## src/rtl/mips_fetch.sv

```systemverilog
// Instruction fetch stage: PC register, req/ack instruction-memory handshake,
// and the instruction register feeding the control decoder.
module mips_fetch #(
  parameter logic [31:0] RESET_PC = 32'h0000_0000
) (
  input  logic        clk,
  input  logic        reset,
  output logic        imem_req_out,
  output logic [31:0] imem_addr_out,
  input  logic        imem_ack_in,
  input  logic [31:0] imem_data_in,
  input  logic        consume_in,
  input  logic        redirect_in,
  input  logic [31:0] redirect_pc_in,
  output logic        instr_valid_out,
  output logic [31:0] instr_out,
  output logic [5:0]  op_out,
  output logic [5:0]  func_out,
  output logic [31:0] instr_pc_out,
  output logic [31:0] pc_plus4_out
);

  localparam int unsigned XLEN = 32;
  localparam logic [XLEN-1:0] PC_INIT = RESET_PC & ~XLEN'(3);
  localparam logic [XLEN-1:0] WORD    = XLEN'(4);

  typedef enum logic [1:0] {
    S_REQ  = 2'd0,
    S_DROP = 2'd1,
    S_HOLD = 2'd2
  } state_t;

  state_t          state_q, state_d;
  logic [XLEN-1:0] pc_q, pc_d;
  logic [XLEN-1:0] redir_q, redir_d;
  logic [XLEN-1:0] instr_q, instr_pc_q;
  logic            valid_q;
  logic            req_c, ack_c, load_c, clear_c;
  logic [XLEN-1:0] target_c;

  assign target_c = redirect_pc_in & ~XLEN'(3);
  assign ack_c    = imem_ack_in & req_c;

  always_ff @(posedge clk) begin
    if (reset) state_q <= S_REQ;
    else       state_q <= state_d;
  end

  always_comb begin
    state_d = state_q;
    case (state_q)
      S_REQ: begin
        if (ack_c)            state_d = redirect_in ? S_REQ : S_HOLD;
        else if (redirect_in) state_d = S_DROP;
      end
      S_DROP: if (ack_c) state_d = S_REQ;
      S_HOLD: if (redirect_in || consume_in) state_d = S_REQ;
      default: state_d = S_REQ;
    endcase
  end

  // Request decode plus the PC / redirect-target / instruction-register controls.
  always_comb begin
    req_c   = (state_q != S_HOLD) && !reset;
    load_c  = 1'b0;
    clear_c = 1'b0;
    pc_d    = pc_q;
    redir_d = redir_q;
    case (state_q)
      S_REQ: begin
        if (ack_c && redirect_in) begin
          pc_d = target_c;
        end else if (ack_c) begin
          load_c = 1'b1;
          pc_d   = pc_q + WORD;
        end else if (redirect_in) begin
          redir_d = target_c;
        end
      end
      S_DROP: begin
        // The most recent redirect wins, even one arriving with the ack.
        if (ack_c)            pc_d    = redirect_in ? target_c : redir_q;
        else if (redirect_in) redir_d = target_c;
      end
      S_HOLD: begin
        if (redirect_in) begin
          pc_d    = target_c;
          clear_c = 1'b1;
        end else if (consume_in) begin
          clear_c = 1'b1;
        end
      end
      default: ;
    endcase
  end

  always_ff @(posedge clk) begin
    if (reset) begin
      pc_q       <= PC_INIT;
      redir_q    <= PC_INIT;
      instr_q    <= '0;
      valid_q    <= 1'b0;
      instr_pc_q <= PC_INIT;
    end else begin
      pc_q    <= pc_d;
      redir_q <= redir_d;
      if (load_c) begin
        instr_q    <= imem_data_in;
        valid_q    <= 1'b1;
        instr_pc_q <= pc_q;
      end else if (clear_c) begin
        instr_q    <= '0;
        valid_q    <= 1'b0;
        instr_pc_q <= pc_q;
      end
    end
  end

  assign imem_req_out    = req_c;
  assign imem_addr_out   = pc_q;
  assign instr_valid_out = valid_q;
  assign instr_out       = instr_q;
  assign op_out          = instr_q[31:26];
  assign func_out        = instr_q[5:0];
  assign instr_pc_out    = instr_pc_q;
  assign pc_plus4_out    = instr_pc_q + WORD;

endmodule

```

## config.mk

```make
export PLATFORM = sky130hd
export DESIGN_NAME = mips_fetch
export DESIGN_NICKNAME = d
export VERILOG_FILES = /design/src/rtl/mips_fetch.sv
export SDC_FILE = /design/constraint.sdc
export NUM_CORES = 1
export LEC_CHECK = 0
export ABC_AREA = 0
export CAP_MARGIN = 10
export CELL_PAD_IN_SITES_DETAIL_PLACEMENT = 1
export CELL_PAD_IN_SITES_GLOBAL_PLACEMENT = 1
export CORE_MARGIN = 5
export CORE_UTILIZATION = 45
export DETAILED_ROUTE_END_ITERATION = 8
export DONT_BUFFER_PORTS = 1
export GPL_TIMING_DRIVEN = 0
export PLACE_DENSITY_LB_ADDON = 0.05
export SLEW_MARGIN = 20
export SYNTH_ARGS = -nofsm -noshare
export SYNTH_HDL_FRONTEND = slang
export SYNTH_SLANG_ARGS = --single-unit
export TNS_END_PERCENT = 30
```

## constraint.sdc

```tcl
create_clock -name clk -period 2.93 [get_ports clk]
set_clock_uncertainty 0.1 [all_clocks]
set_input_delay 0.1465 -clock clk [delete_from_list [all_inputs] [get_ports clk]]
set_output_delay 0.1465 -clock clk [all_outputs]
set_load 0.05 [all_outputs]
```

==> reports/qor.yml, run 1 <==
run_status:
  outcome: "complete, no violations"
sta:
  slew_violations: 0
  postLayoutSetupSlackWorst_ns: 0.0667
  timing_worst_slew_pin_value_ns: 1.11
  setup_violations: 0
  period_share_pct: 97.7
  finalHoldViolations: 0
  fmax_ghz: 0.349
  worst_rel_slew_slack_pct: 25.6
  rsz_0062_raised_after_global_routing: "true"
  timing.final.crit_period_ns: 2.86
power_and_ir_drop:
  leak_pwr_uw: 0.00319
  share_clk_of_total_power_pct: 41.9
  sequentialPowerShare_pct: 41.9
  internal-power_uw: 3640
  comb_power_share_pct: 16.2
  p_switching_uw: 1830
  netSwitchingFraction_pct: 33.4
  power_per_cell_area_nw_per_um2: 620
  ir_worst_vdd_mv: 0.396
  fin_total_pwr_uw: 5470
clock_tree:
  htree_levels: 4
  clock_insertion_delay_worst_skew_ns: 0.43
  cts.root.buffer_cell: "sky130_fd_sc_hd__clkbuf_16"
  clkTransAtPathRegs_ns: 0.06
  cts_buffer_depth: 2
  tritoncts_clock_tree: "done"
  tritoncts_num_sinks: 131
  cts-buffers-inserted: 17
global_route:
  grt_pass1_vias: 7521
  grt_remaining_overflow: 0
  grt_pass1_wl_um: 42500
  global_routing_usage_summed_across_all_routing_layers_pct: 30.1
  grt_start_max_net_pins: 17
  initial_antenna_violation_count: 1
floorplan:
  vert_die_dim_um: 134
  die_x_um: 134
  floorplan.initialDensity_pct: 45.8
  placement_rows: 45
  design.portCount: 211
  die_area_um2: 18000
  floorplan.core_area_um2: 15100
yosys:
  async_set_reset_flop_share_out_of_synthesis_pct: 0
  postSynthAreaPerCell_um2: 7.80
  number_of_flops_mapped_to_enable_cells_by_yosys: 0
  ys.flop_type: "sky130_fd_sc_hd__dfxtp_1"
  ys_warn_count: 0
  yosysSeqAreaShare_pct: 37.8
  synth_cell_type_count: 75
  yosys_register_bits: 131
  syn_area_um2: 6930
  syn-instance-count: 889
  mappedNetlistNets: 964
finish:
  multi_input_comb_area_um2: 4180
  regArea_um2: 2680
  post_route_cells_drive_above_1_share_pct: 15.4
  mostFrequentLayoutCells: "sky130_fd_sc_hd__nand2_1, sky130_fd_sc_hd__a21oi_1, sky130_fd_sc_hd__dfxtp_1"
  num-nets-final: 1046
  syn_to_final_growth_pct: 27.3
  stdcell_count: 1173
  fillerInstances: 1805
  mostFrequentLayoutCell: "sky130_fd_sc_hd__nand2_1"
setup_path:
  worst_path_max_delay_cell: "sky130_fd_sc_hd__dfxtp_1"
  worstSetupStartpointType: "flip-flop"
  cpPeakStageDelay_ns: 0.44
  path_common_cell: "sky130_fd_sc_hd__buf_2"
  timing.critical_path.required_ns: 3.13
  cp-end-kind: "flip-flop"
  worstSetupPathType: "reg2reg"
  worst_ep_arrival_time_ns: 3.06
  timing.critical_path.cells: "inv_1, ha_1, buf_2, nor2_4, a21boi_1, or3_1, buf_4, buf_2, a221oi_2, a21oi_1"
  crit_fanout: 10
place:
  placement.setup.worst_slack_ns: -0.248
  place_congestion: 0.891
  place.detailed.instances: 1077
  count_of_port_buffers_added_during_placement: 0
  dp.final_hpwl_um: 19400
min_path:
  hp-class: "in2reg"
route:
  vias_per_cell: 6.25
  drcViolationCount: 0
  wl_per_cell_um: 24.0
  via_count: 7330
  postRouteWirelength_um: 28200
  antenna_violating_nets_left: 0
  drt-initial-drc-count: 528
  drt_pre_antenna_iters: 5
job:
  drv_cap: 0
[worst max-delay path, delay by kind of cell (launching register included)]
family	cells	cell delay, ns
buf+inv	4	0.77
compound gates	3	0.71
simple gates	2	0.52
flops	1	0.44
fa+ha+maj	1	0.19
[path summary, 6_finish.rpt]
| check | slack (ns) | start | to | cells past startpoint |
|---|---|---|---|---|
| hold reg to reg | 0.36 | redir_q[21] | redir_q[21] | 2 |
| setup / recovery | 0.07 | state_q[1] | imem_addr_out[24] | 10 |
| setup reg to reg | 0.07 | state_q[1] | imem_addr_out[24] | 10 |
| hold / removal | 0.04 | redirect_pc_in[21] | imem_addr_out[21] | 3 |
[stage by stage]
stage	hold slack (ns)	area, um2	setup TNS [ns]	utilization, %
after floorplan	0.182	6930	0	-
after global placement	0.184	7170	-0.438	47.3
after detailed placement	0.191	7170	-2.49	47.3
after CTS	0.00222	8710	0	57.5
after global routing	0.0487	8830	-0.0333	58.3
final	0.0368	8830	0	58.3
[power by group through the flow]
stage          Combinational (uW)  Sequential (uW)  Clock, uW
2_1_floorplan                 561             2260          0
3_3_place_gp                  728             2320          0
3_5_place_dp                  755             2320          0
4_1_cts                       850             2280       2300
5_1_grt                       949             2300       2380
6_report                      887             2290       2290
[final cells by class]
class / count / share of cell area [%]
Timing Repair Buffer: 65 / 7.37
Inverter: 13 / 0.553
Multi-Input combinational cell: 662 / 47.4
Clock inverter: 13 / 2.07
Tap cell: 188 / 2.67
Sequential cell: 131 / 30.4
Clock buffer: 19 / 5.02
Buffer: 81 / 4.54
Antenna cell: 1 / 0.0284
[kinds of logic (layout without fill, tap and decap cells)]
family | count (synthesis) | after routing | share of synthesized area (%)
simple gates | 367 | 367 | 26.1
compound gates | 231 | 231 | 20.6
flops | 131 | 131 | 37.8
buf+inv | 96 | 191 | 6.50
xor+xnor | 40 | 40 | 5.05
mux | 18 | 18 | 2.80
fa+ha+maj | 6 | 6 | 1.08
other cells | 0 | 1 | 0
[Yosys cell counts, drive strengths merged, types with 5 or more instances]
master	n	area share, %
clkbuf	44	2.4
nand2	196	11
dfxtp	131	38
buf	39	3.4
a22oi	10	1.1
xnor2	28	3.5
nor3	11	1.0
mux2	11	1.8
a22o	5	0.63
a31oi	8	0.72
and3	11	0.99
a21oi	121	8.7
a211oi	6	0.65
nand4	15	1.8
xor2	12	1.5
nor4	12	1.9
and4	8	1.0
mux2i	7	1.0
o21ai	26	1.9
nor2	29	1.7
o211ai	5	0.54
nand3	58	4.2
ha	6	1.1
inv	12	0.65
a221oi	11	1.4
or3	6	0.54
[registers in the layout, summed over array words and instances (netlist names)]
signal	cells
imem_addr_out	32
instr_out	32
instr_pc_out	32
redir_q	32
state_q	2
instr_valid_out	1
[repair_timing]
item                       4_1_cts  5_1_grt
hold buffers                    65        0
gates resized for setup         58       27
setup endpoints to repair       55       71
buffers inserted                 0        0
hold endpoints to repair        92        0
[metal layers]
| metal | GRT usage, % | routed length, um | up-vias |
|---|---|---|---|
| met3 | 7.76 | 2380 | 47 |
| li1 | - | - | 3321 |
| met2 | 50.1 | 13500 | 346 |
| met5 | 0 | 0 | - |
| met4 | 10.3 | 572 | 0 |
| met1 | 38.1 | 11700 | 3616 |
No activity file was read; power rests on OpenSTA's default activity.
==> run 2, diff against run 1 <==
GPL_TIMING_DRIVEN = 1   (was 0)
==> run 2 against run 1 <==
Compared with the run above: die area did not move; register-to-register slack improved by 0.03 ns; setup slack improved by 0.031 ns; critical path depth fell by 3; non-clock buffer count rose by 35; via count rose by 0.27%; first-iteration DRC count fell by 10%; sequential power fell by 11%; core utilization rose by 1.0 points; critical endpoint is now imem_addr_out[19]; clock-buffer cell count did not move; design area rose by 1.7%; cell count rose by 2.9%.
==> reports/qor.yml, run 2 (synthesized netlist as in run 1, its figures left out) <==
route:
  postRouteWirelength_um: 26800  # was 28200 um
  drt_pre_antenna_iters: 7  # was 5
  detailroute.wirelength.met3_um: 2040  # was 2380 um
  wl_per_cell_um: 22.2  # was 24.0 um
  top_layer_used: "met4"  # unchanged
  drt-initial-drc-count: 474  # was 528
  via_count: 7350  # was 7330
  antenna_violating_nets_left: 0  # unchanged
  drcViolationCount: 0  # unchanged
  wl_met2_um: 12800  # was 13500 um
  m1WireLength_um: 11400  # was 11700 um
  vias_per_cell: 6.09  # was 6.25
finish:
  syn_to_final_growth_pct: 29.5  # was 27.3%
  mostFrequentLayoutCells: "sky130_fd_sc_hd__nand2_1, sky130_fd_sc_hd__dfxtp_1, sky130_fd_sc_hd__a21oi_1"  # was sky130_fd_sc_hd__nand2_1, sky130_fd_sc_hd__a21oi_1, sky130_fd_sc_hd__dfxtp_1
  fillerInstances: 1825  # was 1805
  num-nets-final: 1081  # was 1046
  stdcell_count: 1207  # was 1173
  diodes: 0  # was 1
  core_utilization_of_the_finished_layout_pct: 59.3  # was 58.3%
  post_route_cells_drive_above_1_share_pct: 18.0  # was 15.4%
  mostFrequentLayoutCell: "sky130_fd_sc_hd__nand2_1"  # unchanged
power_and_ir_drop:
  share_clk_of_total_power_pct: 41.1  # was 41.9%
  ir_worst_vdd_mv: 0.370  # was 0.396 mV
  fin_total_pwr_uw: 5470  # about the same
  power_per_cell_area_nw_per_um2: 610  # was 620 nW/um2
  comb_power_share_pct: 21.9  # was 16.2%
  internal-power_uw: 3660  # was 3640 uW
  p_switching_uw: 1820  # was 1830 uW
  leak_pwr_uw: 0.00339  # was 0.00319 uW
  sequentialPowerShare_pct: 37.0  # was 41.9%
  netSwitchingFraction_pct: 33.2  # was 33.4%
clock_tree:
  clkTransAtPathRegs_ns: 0.06  # about the same
  tritoncts_num_sinks: 131  # unchanged
  cts-buffers-inserted: 17  # unchanged
  clock_insertion_delay_worst_skew_ns: 0.43  # about the same
  cts_buffer_depth: 2  # unchanged
  cts.root.buffer_cell: "sky130_fd_sc_hd__clkbuf_16"  # unchanged
  tritoncts_clock_tree: "done"  # unchanged
  htree_levels: 4  # unchanged
place:
  place.detailed.instances: 1110  # was 1077
  place_congestion: 0.908  # was 0.891
  count_of_port_buffers_added_during_placement: 0  # unchanged
  dp.final_hpwl_um: 17900  # was 19400 um
setup_path:
  worstSetupPathType: "reg2reg"  # unchanged
  worst_ep_arrival_time_ns: 3.05  # was 3.06 ns
  cp-end-kind: "flip-flop"  # unchanged
  timing.critical_path.required_ns: 3.15  # was 3.13 ns
  cpPeakStageDelay_ns: 0.77  # was 0.44 ns
  timing.reg2reg.worst_path_depth: 7  # was 10
  worst_path_max_delay_cell: "sky130_fd_sc_hd__mux2i_1"  # was sky130_fd_sc_hd__dfxtp_1
  crit_fanout: 13  # was 10
  worstSetupStartpointType: "flip-flop"  # unchanged
  timing.critical_path.cells: "ha_1, buf_4, a21oi_1, mux2i_1, a22oi_1, o31a_1, o32ai_1"  # was inv_1, ha_1, buf_2, nor2_4, a21boi_1, or3_1, buf_4, buf_2, a221oi_2, a21oi_1
floorplan:
  placement_rows: 45  # unchanged
  floorplan.initialDensity_pct: 45.8  # unchanged
  floorplan.core_area_um2: 15100  # unchanged
  vert_die_dim_um: 134  # unchanged
  die_x_um: 134  # unchanged
  design.portCount: 211  # unchanged
  die_area_um2: 18000  # unchanged
job:
  drv_cap: 0  # unchanged
sta:
  finalHoldWorstSlack_ns: 0.0184  # was 0.0368 ns
  worst_rel_slew_slack_pct: 34.3  # was 25.6%
  fmax_ghz: 0.353  # was 0.349 GHz
  setup_total_negative_slack_ns: 0  # unchanged
  timing.final.crit_period_ns: 2.83  # was 2.86 ns
  timing_worst_slew_pin_value_ns: 0.959  # was 1.11 ns
  slew_violations: 0  # unchanged
  period_share_pct: 96.7  # was 97.7%
  setup_violations: 0  # unchanged
  finalHoldViolations: 0  # unchanged
global_route:
  grt_pass1_wl_um: 42000  # was 42500 um
  global_routing_usage_summed_across_all_routing_layers_pct: 29.1  # was 30.1%
  grt_remaining_overflow: 0  # unchanged
  grt_start_max_net_pins: 120  # was 17
  grt_pass1_vias: 7684  # was 7521
  initial_antenna_violation_count: 0  # was 1
min_path:
  hp-class: "in2reg"  # unchanged
  timing.hold.worst_path_depth: 3  # unchanged
run_status:
  outcome: "complete, no violations"  # unchanged
==> run 2: changes by cell type in the layout (fill, tap and decap cells not counted), sizes merged <==
cell and delta:
clkinv -3, clkbuf -45, diode -1, bufinv -1
inv +3, buf +81, dlygate4sd3 -1, clkinvlp +1
==> run 2: power by group through the flow <==
stage | Sequential, uW | Clock (uW) | Combinational [uW]
2_1_floorplan | 2260 | 0 | 561
3_3_place_gp | 2050 | 0 | 1020
3_5_place_dp | 2060 | 0 | 1050
4_1_cts | 2020 | 2280 | 1170
5_1_grt | 2040 | 2360 | 1270
6_report | 2030 | 2250 | 1200
==> run 2: critical path: cells and delay by family, from the launching register on <==
family	cells	cell delay [ns]
buffers and inverters	1	0.25
flip-flops	1	0.50
adder cells (fa/ha/maj)	1	0.41
AO/OA/AOI/OAI	4	0.70
multiplexers	1	0.77
==> run 2: stage by stage <==
| stage | setup WS (ns) | cell area (um2) |
|---|---|---|
| after floorplan | 0.104 | 6930 |
| after global placement | 0.362 | 7660 |
| after detailed placement | 0.234 | 7660 |
| after CTS | 0.167 | 8950 |
| after global routing | -0.0322 | 8980 |
| final | 0.0974 | 8980 |
==> run 2: worst paths after layout <==
check | start | endpoint | slack, ns
setup / recovery | state_q[1] | imem_addr_out[19] | 0.1
hold / removal | redirect_pc_in[2] | imem_addr_out[2] | 0.02
setup reg to reg | state_q[1] | imem_addr_out[19] | 0.1
hold reg to reg | redir_q[28] | redir_q[28] | 0.35
==> run 2: layout make-up <==
class	instances	area (um2)	area share, %
Clock buffer	19	453	5.05
Inverter	13	48.8	0.544
Clock inverter	13	171	1.91
Timing Repair Buffer	181	1550	17.3
Multi-Input combinational cell	662	3890	43.4
Sequential cell	131	2620	29.2
Tap cell	188	235	2.62
==> run 2: repair_timing <==
action	CTS	global route
hold buffers	65	0
resized for setup	0	4
buffers inserted	0	0
hold endpoints to repair	128	0
endpoints found under the setup margin	0	5
==> run 2: layer usage <==
metal | vias up | GRT usage (%)
li1 | 3389 | -
met5 | - | 0
met3 | 42 | 8.14
met4 | 0 | 10.3
met2 | 306 | 48.1
met1 | 3613 | 36.4
==> run 3, diff against run 2 <==
CORE_UTILIZATION = 46   (was 45)
==> run 3 against run 2 <==
Compared with the run above: largest power group unchanged; flip-flop and latch count unchanged; largest cell class unchanged; clock-buffer cell count decreased by 2; hold slack got worse by 0.0040 ns; global-route usage increased by 0.75 points; combinational power about the same; cell count decreased by 0.17%; via count decreased by 0.71%; sequential share of layout area increased by 0.11 points; setup slack improved by 0.075 ns; design area decreased by 0.38%.
==> reports/qor.yml, run 3 (synthesized netlist as in run 1, its figures left out) <==
run_status:
  outcome: "complete, no violations"  # unchanged
route:
  via_count: 7298  # was 7350
  drt-initial-drc-count: 602  # was 474
  postRouteWirelength_um: 26600  # was 26800 um
  wl_per_cell_um: 22.1  # was 22.2 um
  antenna_violating_nets_left: 0  # unchanged
  drcViolationCount: 0  # unchanged
  drt_pre_antenna_iters: 5  # was 7
  vias_per_cell: 6.06  # was 6.09
place:
  place_congestion: 0.852  # was 0.908
  dp.final_hpwl_um: 17700  # was 17900 um
  place.detailed.instances: 1108  # was 1110
  count_of_port_buffers_added_during_placement: 0  # unchanged
sta:
  finalHoldWorstSlack_ns: 0.0144  # was 0.0184 ns
  setup_violations: 0  # unchanged
  timing.final.crit_period_ns: 2.76  # was 2.83 ns
  worst_rel_slew_slack_pct: 45.0  # was 34.3%
  slew_violations: 0  # unchanged
  fmax_ghz: 0.363  # was 0.353 GHz
  finalHoldViolations: 0  # unchanged
  timing_worst_slew_pin_value_ns: 0.822  # was 0.959 ns
  rsz_0062_raised_after_global_routing: "false"
  period_share_pct: 94.1  # was 96.7%
  setup_total_negative_slack_ns: 0  # unchanged
clock_tree:
  clkTransAtPathRegs_ns: 0.06  # about the same
  tritoncts_num_sinks: 131  # unchanged
  cts-buffers-inserted: 17  # unchanged
  cts_buffer_depth: 2  # unchanged
  cts.root.buffer_cell: "sky130_fd_sc_hd__clkbuf_16"  # unchanged
  tritoncts_clock_tree: "done"  # unchanged
  clock_insertion_delay_worst_skew_ns: 0.43  # about the same
  htree_levels: 4  # unchanged
finish:
  mostFrequentLayoutCells: "sky130_fd_sc_hd__nand2_1, sky130_fd_sc_hd__dfxtp_1, sky130_fd_sc_hd__a21oi_1"  # unchanged
  mostFrequentLayoutCell: "sky130_fd_sc_hd__nand2_1"  # unchanged
  num-nets-final: 1083  # was 1081
  stdcell_count: 1205  # was 1207
  post_route_cells_drive_above_1_share_pct: 17.8  # was 18.0%
  diodes: 0  # unchanged
  fillerInstances: 1736  # was 1825
  syn_to_final_growth_pct: 29.0  # was 29.5%
setup_path:
  critPathTopFamily: "simple AND/OR/NAND/NOR gates"  # was multiplexers
  timing.critical_path.cells: "inv_1, ha_1, nor2_4, a21boi_1, or3_2, buf_4, a221oi_2, a21oi_1"  # was ha_1, buf_4, a21oi_1, mux2i_1, a22oi_1, o31a_1, o32ai_1
  crit_fanout: 15  # was 13
  worstSetupPathType: "reg2reg"  # unchanged
  worstPathBufferInverterCount: 2  # was 1
  cpPeakStageDelay_ns: 0.68  # was 0.77 ns
  cp.depth: 8  # was 7
  timing.critical_path.required_ns: 3.12  # was 3.15 ns
  worst_path_max_delay_cell: "sky130_fd_sc_hd__or3_2"  # was sky130_fd_sc_hd__mux2i_1
  r2r_setup_slack_ns: 0.17  # was 0.1 ns
  worstSetupStartpointType: "flip-flop"  # unchanged
  timing.reg2reg.worst_path_depth: 8  # was 7
  cp-end-kind: "flip-flop"  # unchanged
  worst_ep_arrival_time_ns: 2.95  # was 3.05 ns
global_route:
  initial_antenna_violation_count: 0  # unchanged
  grt_pass1_wl_um: 42700  # was 42000 um
  grt_pass1_vias: 7613  # was 7684
  global_routing_usage_summed_across_all_routing_layers_pct: 29.8  # was 29.1%
  grt_start_max_net_pins: 120  # unchanged
  grt_remaining_overflow: 0  # unchanged
power_and_ir_drop:
  leak_pwr_uw: 0.00338  # was 0.00339 uW
  ir_worst_vdd_mv: 0.393  # was 0.370 mV
  power_per_cell_area_nw_per_um2: 602  # was 610 nW/um2
  fin_total_pwr_uw: 5390  # was 5470 uW
floorplan:
  floorplan.initialDensity_pct: 47.3  # was 45.8%
  floorplan.core_area_um2: 14600  # was 15100 um2
  placement_rows: 44  # was 45
  design.portCount: 211  # unchanged
  die_area_um2: 17600  # was 18000 um2
  vert_die_dim_um: 133  # was 134 um
  die_x_um: 133  # was 134 um
min_path:
  hp-class: "in2reg"  # unchanged
  timing.hold.worst_path_depth: 3  # unchanged
job:
  drv_cap: 0  # unchanged
## run 3: cell types whose count changed in the layout (fill, tap and decap cells not counted), sizes merged
cell and change:
clkbuf -2, bufinv -1, inv +3, buf +2
## run 3: area by class of cell
cell class	count	area (um2)	area share (%)
clock buffer	17	425	4.76
multi-input combinational	662	3880	43.4
inverter	13	48.8	0.546
tap	184	230	2.57
clock inverter	15	170	1.90
timing repair buffer	183	1570	17.5
sequential	131	2620	29.3
## run 3: worst reg2reg max path, cell delays in order (launching register included)
cell	delay, ns
sky130_fd_sc_hd__dfxtp_1	0.44
sky130_fd_sc_hd__inv_1	0.12
sky130_fd_sc_hd__ha_1	0.26
sky130_fd_sc_hd__nor2_4	0.14
sky130_fd_sc_hd__a21boi_1	0.18
sky130_fd_sc_hd__or3_2	0.68
sky130_fd_sc_hd__buf_4	0.25
sky130_fd_sc_hd__a221oi_2	0.34
sky130_fd_sc_hd__a21oi_1	0.12
## run 3: repair_timing
action	in CTS	in global routing
setup endpoints to repair	0	1
resized for setup	0	2
hold endpoints to repair	128	0
hold buffers	65	0
buffers inserted	0	0
## run 3: path summary, 6_finish.rpt
check / to / start
setup / recovery: imem_addr_out[26] / state_q[0]
hold / removal: state_q[0] / imem_ack_in
setup reg to reg: imem_addr_out[26] / state_q[0]
hold reg to reg: redir_q[5] / redir_q[5]
## run 3: where the power goes
part	internal, uW	leakage, uW	switching (uW)
clock network	1280	0.000288	895
registers	1890	0.00107	141
logic	381	0.00203	808
total	3540	0.00338	1840
## run 3: layer usage
| metal | track usage [%] | routed length [um] |
|---|---|---|
| met1 | 39.1 | 11500 |
| met2 | 48.2 | 12600 |
| met3 | 7.78 | 2000 |
| met4 | 9.30 | 507 |
| met5 | 0 | 0 |
## run 3: stage by stage
step	util, %	worst slack [ns]	area [um2]
3_5_place_dp	52.4	0.0484	7670
6_report	61.1	0.173	8940
5_1_grt	61.1	0.0289	8940
3_3_place_gp	52.4	0.158	7670
2_1_floorplan	-	0.104	6930
4_1_cts	61.0	0.0125	8940
